[config.mk]
export PLATFORM = sky130hd
export DESIGN_NAME = pulse_pacer
export DESIGN_NICKNAME = d
export VERILOG_FILES = /design/src/rtl/pulse_pacer_pkg.sv /design/src/rtl/pulse_pacer_gap_timer.sv /design/src/rtl/pulse_pacer.sv
export SDC_FILE = /design/constraint.sdc
export NUM_CORES = 1
export LEC_CHECK = 0
export BUFFER_PORTS_ARGS = -buffer_cell sky130_fd_sc_hd__buf_2
export CELL_PAD_IN_SITES_DETAIL_PLACEMENT = 0
export CELL_PAD_IN_SITES_GLOBAL_PLACEMENT = 1
export CORE_MARGIN = 5
export CORE_UTILIZATION = 37
export DETAILED_ROUTE_END_ITERATION = 8
export PLACE_DENSITY_LB_ADDON = 0.1
export SYNTH_ARGS = -nofsm -noshare
export SYNTH_HDL_FRONTEND = slang
export SYNTH_HIERARCHICAL = 1
export SYNTH_SLANG_ARGS = --single-unit
[constraint.sdc]
create_clock -name clk_a -period 2.5 [get_ports clk_a]
set_input_delay 0.25 -clock clk_a [delete_from_list [all_inputs] [get_ports clk_a]]
set_output_delay 0.25 -clock clk_a [all_outputs]
set_load 0.05 [all_outputs]
[src/rtl/pulse_pacer_pkg.sv]
// pulse_pacer_pkg
//   Shared types and constants for the pulse_pacer block.
//   - state_e      : pacer FSM state (IDLE / FIRE / HOLD), 2-bit encoding
//   - ST_*_ENC     : raw encoding constants
//   - gap_w()      : width of the gap timer for a given GAP
package pulse_pacer_pkg;

    localparam logic [1:0] ST_IDLE_ENC = 2'd0;
    localparam logic [1:0] ST_FIRE_ENC = 2'd1;
    localparam logic [1:0] ST_HOLD_ENC = 2'd2;

    typedef enum logic [1:0] {
        ST_IDLE = ST_IDLE_ENC,
        ST_FIRE = ST_FIRE_ENC,
        ST_HOLD = ST_HOLD_ENC
    } state_e;

    // The timer counts down from GAP-2, so $clog2(GAP) bits suffice.
    // A GAP of 2 still needs one bit to hold the value 0.
    function automatic int gap_w(input int gap);
        return (gap > 2) ? $clog2(gap) : 1;
    endfunction

endpackage

[src/rtl/pulse_pacer_gap_timer.sv]
// pulse_pacer_gap_timer
//   Down-counter that enforces the spacing between paced pulses.
//   Ports:
//     clk_i      clock
//     rst_i      asynchronous active-high reset (counter -> 0)
//     load_i     load GAP-2 (asserted in the FIRE cycle)
//     dec_i      decrement by one while non-zero (asserted in HOLD)
//     expired_o  counter is zero
module pulse_pacer_gap_timer
    import pulse_pacer_pkg::*;
#(
    parameter int GAP = 6
) (
    input  logic clk_i,
    input  logic rst_i,
    input  logic load_i,
    input  logic dec_i,
    output logic expired_o
);

    localparam int GW = gap_w(GAP);
    localparam logic [GW-1:0] LOAD_VAL = GW'(GAP - 2);

    logic [GW-1:0] cnt_q, cnt_d;

    always_comb begin
        cnt_d = cnt_q;
        if (load_i) begin
            cnt_d = LOAD_VAL;
        end else if (dec_i && (cnt_q != '0)) begin
            cnt_d = cnt_q - GW'(1);
        end
    end

    always_ff @(posedge clk_i or posedge rst_i) begin
        if (rst_i) cnt_q <= '0;
        else       cnt_q <= cnt_d;
    end

    assign expired_o = (cnt_q == '0);

endmodule

[src/rtl/pulse_pacer.sv]
// pulse_pacer
//   Accepts single-cycle event strobes (possibly back-to-back) and re-emits
//   them on sig_a as 1-cycle pulses whose rising edges are at least GAP
//   cycles apart, so a downstream toggle synchronizer into a slower clock
//   never merges events. Surplus events wait in a saturating pending counter;
//   an event that arrives while the counter is full is dropped and flagged
//   on the sticky ovf output.
//   Ports:
//     clk_a     clock (domain A)
//     rst_a     asynchronous active-high reset
//     evt_in    event strobe, one event per high cycle
//     ovf_clr   synchronous clear of ovf (a simultaneous drop wins)
//     sig_a     paced pulse, registered
//     busy      FSM not idle or events pending
//     pend      queued events not yet emitted
//     ovf       sticky drop flag
//     sent_cnt  (only with PULSE_PACER_STATS_EN) wrapping count of pulses
//   Build option: define PULSE_PACER_STATS_EN to add the sent_cnt output.
module pulse_pacer
    import pulse_pacer_pkg::*;
#(
    parameter int GAP   = 6,
    parameter int CNT_W = 4
) (
    input  logic             clk_a,
    input  logic             rst_a,
    input  logic             evt_in,
    input  logic             ovf_clr,
    output logic             sig_a,
    output logic             busy,
    output logic [CNT_W-1:0] pend,
    output logic             ovf
`ifdef PULSE_PACER_STATS_EN
    ,
    output logic [15:0]      sent_cnt
`endif
);

    localparam logic [CNT_W-1:0] PEND_MAX = {CNT_W{1'b1}};

    state_e           state_q, state_d;
    logic [CNT_W-1:0] pend_q, pend_d;
    logic             ovf_q, ovf_d;
    logic             sig_q;
    logic             dispatch;
    logic             drop;
    logic             gap_load;
    logic             gap_expired;
    logic             work;

    // Something to emit this cycle: either a fresh strobe or a queued one.
    assign work = evt_in || (pend_q != '0);

    pulse_pacer_gap_timer #(
        .GAP (GAP)
    ) u_gap_timer (
        .clk_i     (clk_a),
        .rst_i     (rst_a),
        .load_i    (gap_load),
        .dec_i     (state_q == ST_HOLD),
        .expired_o (gap_expired)
    );

    // FSM next state. "dispatch" marks the decision cycle; the pulse itself
    // appears in the following (FIRE) cycle.
    always_comb begin
        state_d  = state_q;
        dispatch = 1'b0;
        gap_load = 1'b0;
        case (state_q)
            ST_IDLE: begin
                if (work) begin
                    dispatch = 1'b1;
                    state_d  = ST_FIRE;
                end
            end
            ST_FIRE: begin
                gap_load = 1'b1;
                state_d  = ST_HOLD;
            end
            ST_HOLD: begin
                if (gap_expired) begin
                    if (work) begin
                        dispatch = 1'b1;
                        state_d  = ST_FIRE;
                    end else begin
                        state_d  = ST_IDLE;
                    end
                end
            end
            default: state_d = ST_IDLE;
        endcase
    end

    // Pending counter: +evt_in -dispatch. Dispatch never happens with
    // pend==0 unless evt_in is also high, so there is no underflow.
    always_comb begin
        drop   = evt_in && !dispatch && (pend_q == PEND_MAX);
        pend_d = pend_q;
        if (evt_in && !dispatch && !drop) begin
            pend_d = pend_q + CNT_W'(1);
        end else if (!evt_in && dispatch) begin
            pend_d = pend_q - CNT_W'(1);
        end
        ovf_d = ovf_q;
        if (drop)         ovf_d = 1'b1;
        else if (ovf_clr) ovf_d = 1'b0;
    end

    always_ff @(posedge clk_a or posedge rst_a) begin
        if (rst_a) begin
            state_q <= ST_IDLE;
            pend_q  <= '0;
            ovf_q   <= 1'b0;
            sig_q   <= 1'b0;
        end else begin
            state_q <= state_d;
            pend_q  <= pend_d;
            ovf_q   <= ovf_d;
            sig_q   <= (state_d == ST_FIRE);
        end
    end

    assign sig_a = sig_q;
    assign pend  = pend_q;
    assign ovf   = ovf_q;
    assign busy  = (state_q != ST_IDLE) || (pend_q != '0);

`ifdef PULSE_PACER_STATS_EN
    logic [15:0] sent_q;

    always_ff @(posedge clk_a or posedge rst_a) begin
        if (rst_a)                  sent_q <= '0;
        else if (state_q == ST_FIRE) sent_q <= sent_q + 16'd1;
    end

    assign sent_cnt = sent_q;
`endif

endmodule

==> metrics.yaml, run 1 <==
start_kind: "register"
place_area_sq_um: 790
first_iter_violations: 4
totalNegativeSetupSlack_ps: 0
grt_max_degree: 11
avgRoutedWirePerCell_um: 12.4
dpl.hpwl_um: 1010
syn_inst: 66
period_share_pct: 92.8
numPortBuffers: 10
clk_pin_slew_ps: 80
antenna_found_initial: 0
synth-simple-area-share_pct: 19.6
drcViolationCount: 0
gp_congestion: 0.689
die_w_um: 53.6
cts_max_level: 1
die_y_um: 53.6
firstDrtPassIters: 3
yosys_warnings: 6
grt_pass1_vias: 525
critical_path.max_fanout: 7
die_area_sq_um: 2870
synthesis.area_sq_um: 703
mostFrequentLayoutCells: "dfrtp_1 (11), buf_2 (10), inv_1 (8), mux2i_1 (5), ha_1 (4)"
finalHoldViolCount: 0
maxSlewViolCount: 0
routed_wirelength_um: 1320
via_per_inst: 4.74
skew_ps: 8.42
synth_xor_area_share_pct: 2.49
min_period_ps: 2320
drive_above_1_share_pct: 28.4
design_area_sq_um: 830
relSlewSlack_pct: 71.3
clockRootBuffer: "clkbuf_4"
synth-compound-area-share_pct: 12.8
syn_nets: 75
whs_ps: 162
synth_seq_area_share_pct: 39.1
grt-ovfl-total: 0
crit_type: "reg2reg"
synth_adder_area_share_pct: 9.96
core_area_sq_um: 1760
area_delta_synth_final_pct: 18.0
synth_seq_cells: 11
cap_viol_max_count: 0
synth_mux_area_share_pct: 10.3
fin_nets: 91
cts_tree: "built"
fmax_mhz: 431
critPathArrivalTime_ps: 2480
outcome: "complete, no violations"
cts_buffer_depth: 2
clk_latency_ps: 270
cts.sinks: 11
end_kind: "register"
tightest_slew_ps: 430
crit_required_ps: 2660
synth_top_family_by_area: "simple AND/OR/NAND/NOR gates"
antenna_cells: 0
num_io_pins: 11
via_count: 502
grt_pass1_wl_um: 2440
numCtsBuffers: 3
setup_viol: 0
synth_cell_types: 30
track_usage_pct: 12.1
layout_commonest_cell: "dfrtp_1"
drtAntennaViolNets: 0
syn_area_per_cell_sq_um: 10.7
hp-class: "in2reg"
rows: 15
rsz0062_at_grt: "false"
start_util_pct: 39.9
==> critical path, cell delays in order, from the launching register on <==
cell and delay [ps]:
dfrtp_1 370, inv_1 50, ha_1 190, ha_1 210, and2b_4 300, o211ai_1 120
buf_4 180, ha_1 310, a21oi_2 190, mux2i_1 210, mux2i_1 80
==> state kept, by name (all words and copies together), names as in the netlist <==
register / flops
pend: 4
sig_a: 1
ovf: 1
u_gap_timer/cnt_q: 3
state_q: 2
==> routing by layer <==
metal / share of wire (%) / GRT usage [%]
met5: 0 / 0
met4: 2.6 / 7.66
met3: 4.2 / 3.32
met2: 39 / 16.5
met1: 54 / 16.6
==> synth_stat cells (all sizes together) <==
library cell / n / share of area [%]
or2: 1 / 1.2
or3: 1 / 0.89
mux2i: 5 / 7.1
dfrtp: 11 / 39
o31ai: 1 / 1.1
a31oi: 1 / 1.8
mux2: 2 / 3.2
a21o: 2 / 2.1
ha: 4 / 7.1
and2b: 3 / 4.3
nor3: 1 / 0.71
o21ai: 2 / 1.4
or4b: 1 / 1.4
xor2: 1 / 1.2
buf: 2 / 1.4
nor2b: 3 / 2.7
o211ai: 1 / 1.1
o221ai: 1 / 1.2
nand2: 2 / 1.1
a21oi: 3 / 2.1
xnor2: 1 / 1.2
o21a: 1 / 1.1
nand4: 1 / 0.89
nor2: 3 / 1.6
nor4: 2 / 4.8
fa: 1 / 2.8
o22ai: 1 / 0.89
inv: 8 / 4.3
==> area by class of cell <==
class / count / area, sq um
Fill cell: 194 / 935
Multi-Input combinational cell: 45 / 392
Sequential cell: 11 / 275
Timing Repair Buffer: 13 / 75.1
Tap cell: 25 / 31.3
Inverter: 8 / 30.0
Clock buffer: 4 / 26.3
==> timing repair <==
| action | CTS | global route |
|---|---|---|
| hold buffers | 1 | 0 |
| setup buffers | 0 | 0 |
| endpoints found under the setup margin | 0 | 1 |
| gates resized for setup | 0 | 1 |
| endpoints found under the hold margin | 11 | 0 |
==> worst paths after layout <==
check | from | end | slack [ps] | cells past startpoint
max | u_gap_timer/cnt_q[0]$_DFFE_PP0P_ | pend[3]$_DFFE_PP0P_ | 180 | 10
min | ovf_clr | ovf$_DFFE_PP0P_ | 160 | 2
max reg2reg | u_gap_timer/cnt_q[0]$_DFFE_PP0P_ | pend[3]$_DFFE_PP0P_ | 180 | 10
min reg2reg | ovf$_DFFE_PP0P_ | ovf$_DFFE_PP0P_ | 530 | 2
max in group asynchronous | rst_a | state_q[1]$_DFF_PP0_ | 1750 | 3
min in group asynchronous | rst_a | u_gap_timer/cnt_q[0]$_DFFE_PP0P_ | 390 | 3
==> metrics by stage <==
step                      instances  util [%]  worst slack (ps)
after global routing            106      47.0              16.7
after CTS                       106      46.8              88.1
after floorplan                  66         -               129
after detailed placement        101      44.8               107
after global placement          101      44.8               134
final                           106      47.0               180
==> cells by family after synthesis <==
| logic type | Yosys count |
|---|---|
| AND/OR/NAND/NOR | 18 |
| XOR/XNOR | 2 |
| buffers and inverters | 10 |
| multiplexers | 7 |
| flip-flops | 11 |
| adder cells (fa/ha/maj) | 5 |
| AO/OA/AOI/OAI | 13 |
Power of run 1 is not shown: default switching activity piles up to over one toggle a cycle in this logic, so the estimate is an artifact.
==> run 2: changes to the inputs <==
==> constraint.sdc (replaced) <==
create_clock -name clk_a -period 2.5 [get_ports clk_a]
set_input_delay 0.5 -clock clk_a [delete_from_list [all_inputs] [get_ports clk_a]]
set_output_delay 0.5 -clock clk_a [all_outputs]
set_load 0.05 [all_outputs]
==> run 2 against run 1 <==
Effect of this change:
- highest routed layer unchanged
- critical path type unchanged
- global-route usage stayed put
- hold slack worse by 68 ps
- flip-flop and latch count unchanged
- largest cell class unchanged
- setup slack barely moved
- routed wire length down 0.15%
- via count decreased by 0.40%
- critical endpoint unchanged
==> metrics.yaml, run 2 (synthesized netlist as in run 1, its figures left out) <==
drive_above_1_share_pct: 28.7  # +0.35 points
grt-ovfl-total: 0  # unchanged
routed_wirelength_um: 1320  # -0.15%
fmax_mhz: 431  # unchanged
cts_tree: "built"
tightest_slew_ps: 430  # unchanged
track_usage_pct: 12.1  # unchanged
nFillCells: 195  # +0.52%
numCtsBuffers: 3  # unchanged
crit_required_ps: 2660  # about the same
skew_ps: 8.42  # unchanged
place_inst: 101  # unchanged
cap_viol_max_count: 0  # unchanged
clockRootBuffer: "clkbuf_4"
maxSlewViolCount: 0  # unchanged
outcome: "complete, no violations"
layout_commonest_cell: "dfrtp_1"
die_y_um: 53.6  # unchanged
cts.sinks: 11  # unchanged
firstDrtPassIters: 3  # unchanged
rsz0062_at_grt: "false"
critPathMostFrequentCell: "ha_1"
whs_ps: 94.0  # -67.5 ps
gp_congestion: 0.689  # unchanged
dpl.hpwl_um: 1010  # unchanged
area_delta_synth_final_pct: 16.5
min_period_ps: 2320  # +0.00200 ps
multi_input_area_sq_um: 392  # unchanged
end_kind: "register"
critPathArrivalTime_ps: 2480  # about the same
start_kind: "register"
relSlewSlack_pct: 71.3  # unchanged
core_area_sq_um: 1760  # unchanged
antenna_cells: 0  # unchanged
slowest_delay_ps: 370  # about the same
first_iter_violations: 4  # unchanged
clk_latency_ps: 270  # about the same
crit_type: "reg2reg"
totalNegativeSetupSlack_ps: 0  # unchanged
slowest_stage: "dfrtp_1"
clk_pin_slew_ps: 80  # about the same
finalHoldViolCount: 0  # unchanged
grt_pass1_wl_um: 2440  # unchanged
largest_register_ffs: 4  # unchanged
via_per_inst: 4.76  # +0.55%
drtAntennaViolNets: 0  # unchanged
crit_path_cell_trace: "inv_1 > ha_1 > ha_1 > and2b_4 > o211ai_1 > buf_4 > ha_1 > a21oi_2 > mux2i_1 > mux2i_1"
avgRoutedWirePerCell_um: 12.5  # +0.80%
mostFrequentLayoutCells: "dfrtp_1 (11), buf_2 (10), inv_1 (8), mux2i_1 (5), ha_1 (4)"
grt_pass1_vias: 525  # unchanged
die_w_um: 53.6  # unchanged
rows: 15  # unchanged
start_util_pct: 39.9  # unchanged
period_share_pct: 92.8  # about the same
grt_max_degree: 11  # unchanged
drcViolationCount: 0  # unchanged
cts_max_level: 1  # unchanged
postCtsHoldBufs: 0  # -1
setup_viol: 0  # unchanged
via_count: 500  # -0.40%
numPortBuffers: 10  # unchanged
antenna_found_initial: 0  # unchanged
final_util_pct: 46.5  # -0.57 points
stdcell_count: 105  # -0.94%
die_area_sq_um: 2870  # unchanged
fin_nets: 90  # -1.1%
cts_buffer_depth: 2  # unchanged
seq_area_sq_um: 275  # unchanged
num_io_pins: 11  # unchanged
hp-class: "in2async"
critical_path.max_fanout: 7  # unchanged
## run 2: critical path, delay by kind of cell, from the launching register on
kind | cells | cell delay (ps)
fa+ha+maj | 3 | 710
compound gates | 2 | 310
mux | 2 | 290
buf+inv | 2 | 230
flops | 1 | 370
simple gates | 1 | 300
## run 2: final timing paths
path | from | depth (start not counted) | slack [ps] | end
max reg2reg | u_gap_timer/cnt_q[0]$_DFFE_PP0P_ | 10 | 180 | pend[3]$_DFFE_PP0P_
max | u_gap_timer/cnt_q[0]$_DFFE_PP0P_ | 10 | 180 | pend[3]$_DFFE_PP0P_
max in group asynchronous | rst_a | 2 | 2050 | state_q[1]$_DFF_PP0_
min in group clk_a | ovf_clr | 2 | 410 | ovf$_DFFE_PP0P_
min reg2reg | ovf$_DFFE_PP0P_ | 2 | 530 | ovf$_DFFE_PP0P_
min | rst_a | 2 | 90 | u_gap_timer/cnt_q[0]$_DFFE_PP0P_
## run 2: what timing repair did
action / in CTS / in global routing
setup endpoints to repair: 0 / 1
gates resized for setup: 0 / 1
buffers inserted: 0 / 0
## run 2: metal layers
metal	vias up	global-route usage (%)	share of wire, %
met5	-	0	0
met4	0	7.66	2.6
met3	4	3.32	4.3
met2	10	16.5	39
met1	227	16.6	54
li1	259	-	-
## run 2: per-stage QoR
step	setup slack (ps)	area (sq um)
floorplan	129	703
global placement	134	790
detailed placement	107	790
CTS	88.1	816
global route	16.7	820
finish	180	820
## run 2: cell type report
class / instances / area share (%)
well taps: 25 / 3.82
flip-flops and latches: 11 / 33.6
inverters: 8 / 3.66
repair buffers: 12 / 7.94
multi-input cells: 45 / 47.8
clock buffers: 4 / 3.21
Power of run 2 is left out for the same reason.
==> run 3: changes to the inputs <==
ABC_AREA = 1   (was default)
CORE_UTILIZATION = 35   (was 37)
clock period = 2.02 ns   (was 2.5 ns; I/O delays follow)
==> run 3 against run 2 <==
Effect of this change:
- core utilization rose by 3.9 points
- first-iteration DRC count is 75% higher
- clock skew shrank 7.7 ps
- via count up 21%
- global-route usage is 0.17 points higher
- synthesized cell count rose by 33%
- routed wire length is 14% higher
- critical endpoint is now pend[2]$_DFFE_PP0P_
- critical path type unchanged
- setup slack lost 28 ps
==> metrics.yaml, run 3 <==
outcome: "complete, no violations"
relSlewSlack_pct: 78.3  # +7.0 points
mostFrequentLayoutCells: "inv_1 (17), nand2_1 (14), dfrtp_1 (11), buf_2 (10), buf_4 (9)"
clk_pin_slew_ps: 70  # about the same
drive_above_1_share_pct: 40.2  # +11 points
cts_tree: "built"
crit_type: "reg2reg"
fmax_mhz: 535  # +24%
yosys-top-cells-area: "dfrtp_1 (40%), inv_1 (11%), nand2_1 (9.7%)"
largest_register_ffs: 4  # unchanged
drcViolationCount: 0  # unchanged
clockRootBuffer: "clkbuf_4"
synth_cell_types: 20  # -33%
ys.flop_type: "dfrtp_1"
tightest_slew_ps: 325  # -105 ps
skew_ps: 0.728  # -7.69 ps
maxSlewViolCount: 0  # unchanged
dpl.hpwl_um: 1180  # +17%
die_area_sq_um: 2980  # +3.7%
pre_cts_slack_ps: -102  # -209 ps
die_w_um: 54.6  # +1.8%
synth_mux_area_share_pct: 0  # -10 points
hp-class: "in2reg"
start_kind: "register"
setup_slack_ps: 153  # -27.6 ps
worstHoldStart: "ovf_clr"
rsz0062_at_grt: "true"
synth_top_family_by_area: "simple AND/OR/NAND/NOR gates"
r2r_slack_ps: 150  # -30 ps
start_util_pct: 36.2  # -3.7 points
core_area_sq_um: 1920  # +8.9%
period_share_pct: 92.4  # -0.35 points
die_y_um: 54.6  # +1.8%
clk_latency_ps: 270  # about the same
via_count: 604  # +21%
first_iter_violations: 7  # +3
synth_most_common_cell: "inv_1"
r2r_end: "pend[2]$_DFFE_PP0P_"
setup_viol: 0  # unchanged
area_delta_synth_final_pct: 39.2
synth-compound-area-share_pct: 3.78  # -9.0 points
rr_worst_depth: 11  # +1
yosys_warnings: 6  # unchanged
synth_adder_area_share_pct: 10.1  # +0.11 points
syn_inst: 88  # +33%
layout_commonest_cell: "inv_1"
critPathLaunch: "u_gap_timer/cnt_q[0]$_DFFE_PP0P_"
hold_path_end: "ovf$_DFFE_PP0P_"
ys_async_sr_fraction_pct: 100  # unchanged
crit_required_ps: 2180  # -480 ps
syn_nets: 97  # +29%
synth_seq_area_share_pct: 39.6  # +0.42 points
avgRoutedWirePerCell_um: 10.8  # -14%
critical_path.max_fanout: 5  # -2
fin_nets: 122  # +36%
synth-simple-area-share_pct: 32.2  # +13 points
antenna_cells: 0  # unchanged
r2r-start: "u_gap_timer/cnt_q[0]$_DFFE_PP0P_"
grt_pass1_wl_um: 2520  # +3.1%
nFillCells: 192  # -1.5%
grt_max_degree: 9  # -2
numCtsBuffers: 3  # unchanged
grt-ovfl-total: 0  # unchanged
antenna_found_initial: 0  # unchanged
min_period_ps: 1870  # -452 ps
syn_area_per_cell_sq_um: 7.91  # -26%
hold_depth: 2
numPortBuffers: 10  # unchanged
cts.sinks: 11  # unchanged
gp_congestion: 0.798  # +16%
grt_pass1_vias: 565  # +7.6%
synth_seq_cells: 11  # unchanged
synth_xor_area_share_pct: 2.52  # +0.027 points
num_io_pins: 11  # unchanged
finalHoldViolCount: 0  # unchanged
drtAntennaViolNets: 0  # unchanged
critPathArrivalTime_ps: 2020  # -460 ps
synth_top_cells_by_count: "inv_1 (21), nand2_1 (18), dfrtp_1 (11)"
synth_edf_count: 0  # unchanged
end_kind: "register"
routed_wirelength_um: 1500  # +14%
firstDrtPassIters: 3  # unchanged
synth_top_area_share_pct: 39.6  # +0.42 points
cts_max_level: 1  # unchanged
via_per_inst: 4.35  # -8.7%
cts_buffer_depth: 2  # unchanged
rows: 16  # +1
synth_area_leader_cell: "dfrtp_1"
cap_viol_max_count: 0  # unchanged
synthesis.area_sq_um: 696  # -1.1%
track_usage_pct: 12.3  # +0.17 points
[run 3: worst max-delay path by stage]
stage	to	slack [ps]	cells past startpoint
global placement	pend[3]$_DFFE_PP0P_	-90	14
finish	pend[2]$_DFFE_PP0P_	150	11
global route	pend[3]$_DFFE_PP0P_	-10	13
floorplan	pend[3]$_DFFE_PP0P_	20	15
detailed placement	pend[3]$_DFFE_PP0P_	-100	14
CTS	pend[3]$_DFFE_PP0P_	10	14
[run 3: metrics by stage]
| stage | cells | hold slack [ps] | cell area, sq um | util [%] | TNS [ps] |
|---|---|---|---|---|---|
| global route | 139 | 336 | 968 | 50.4 | -19.4 |
| global placement | 131 | 282 | 825 | 42.9 | -90.8 |
| floorplan | 88 | 158 | 696 | - | 0 |
| CTS | 137 | 313 | 891 | 46.4 | 0 |
| detailed placement | 131 | 282 | 825 | 42.9 | -104 |
| finish | 139 | 320 | 968 | 50.4 | 0 |
[run 3: metal layers]
metal	global-route usage [%]	wire length [um]	vias to the layer above	part of all wire (%)
li1	-	-	319	-
met4	1.24	0	0	0
met5	0	0	-	0
met1	16.8	737	277	49
met2	18.1	692	8	46
met3	5.72	66	0	4.4
[run 3: kinds of logic after synthesis]
family | count (synthesis)
xor gates and xnor gates | 2
adders and majority gates | 5
buffers and inverters | 22
AOI/OAI and AO/OA | 4
DFF | 11
and+or+nand+nor | 44
[run 3: layout make-up]
class	count	area [sq um]	share of cell area (%)
clock buffers	4	26.3	2.71
repair buffers	20	128	13.2
multi-input cells	55	423	43.7
inverters	22	82.6	8.53
flip-flops and latches	11	275	28.4
well taps	27	33.8	3.49
[run 3: worst max-delay path, stage by stage (launching register included)]
cell	delay [ps]
dfrtp_1	360
inv_2	50
ha_4	160
ha_4	150
inv_2	40
nand2_2	50
nand2_2	80
nand3_4	110
buf_4	160
fa_1	360
xnor2_1	140
a21oi_1	80
[run 3: timing repair]
action	in CTS	in global routing
setup buffers	1	2
gates resized for setup	4	15
hold buffers	1	0
endpoints found under the hold margin	3	0
endpoints found under the setup margin	2	2
pin swaps	4	10
Power of run 3 is left out for the same reason.
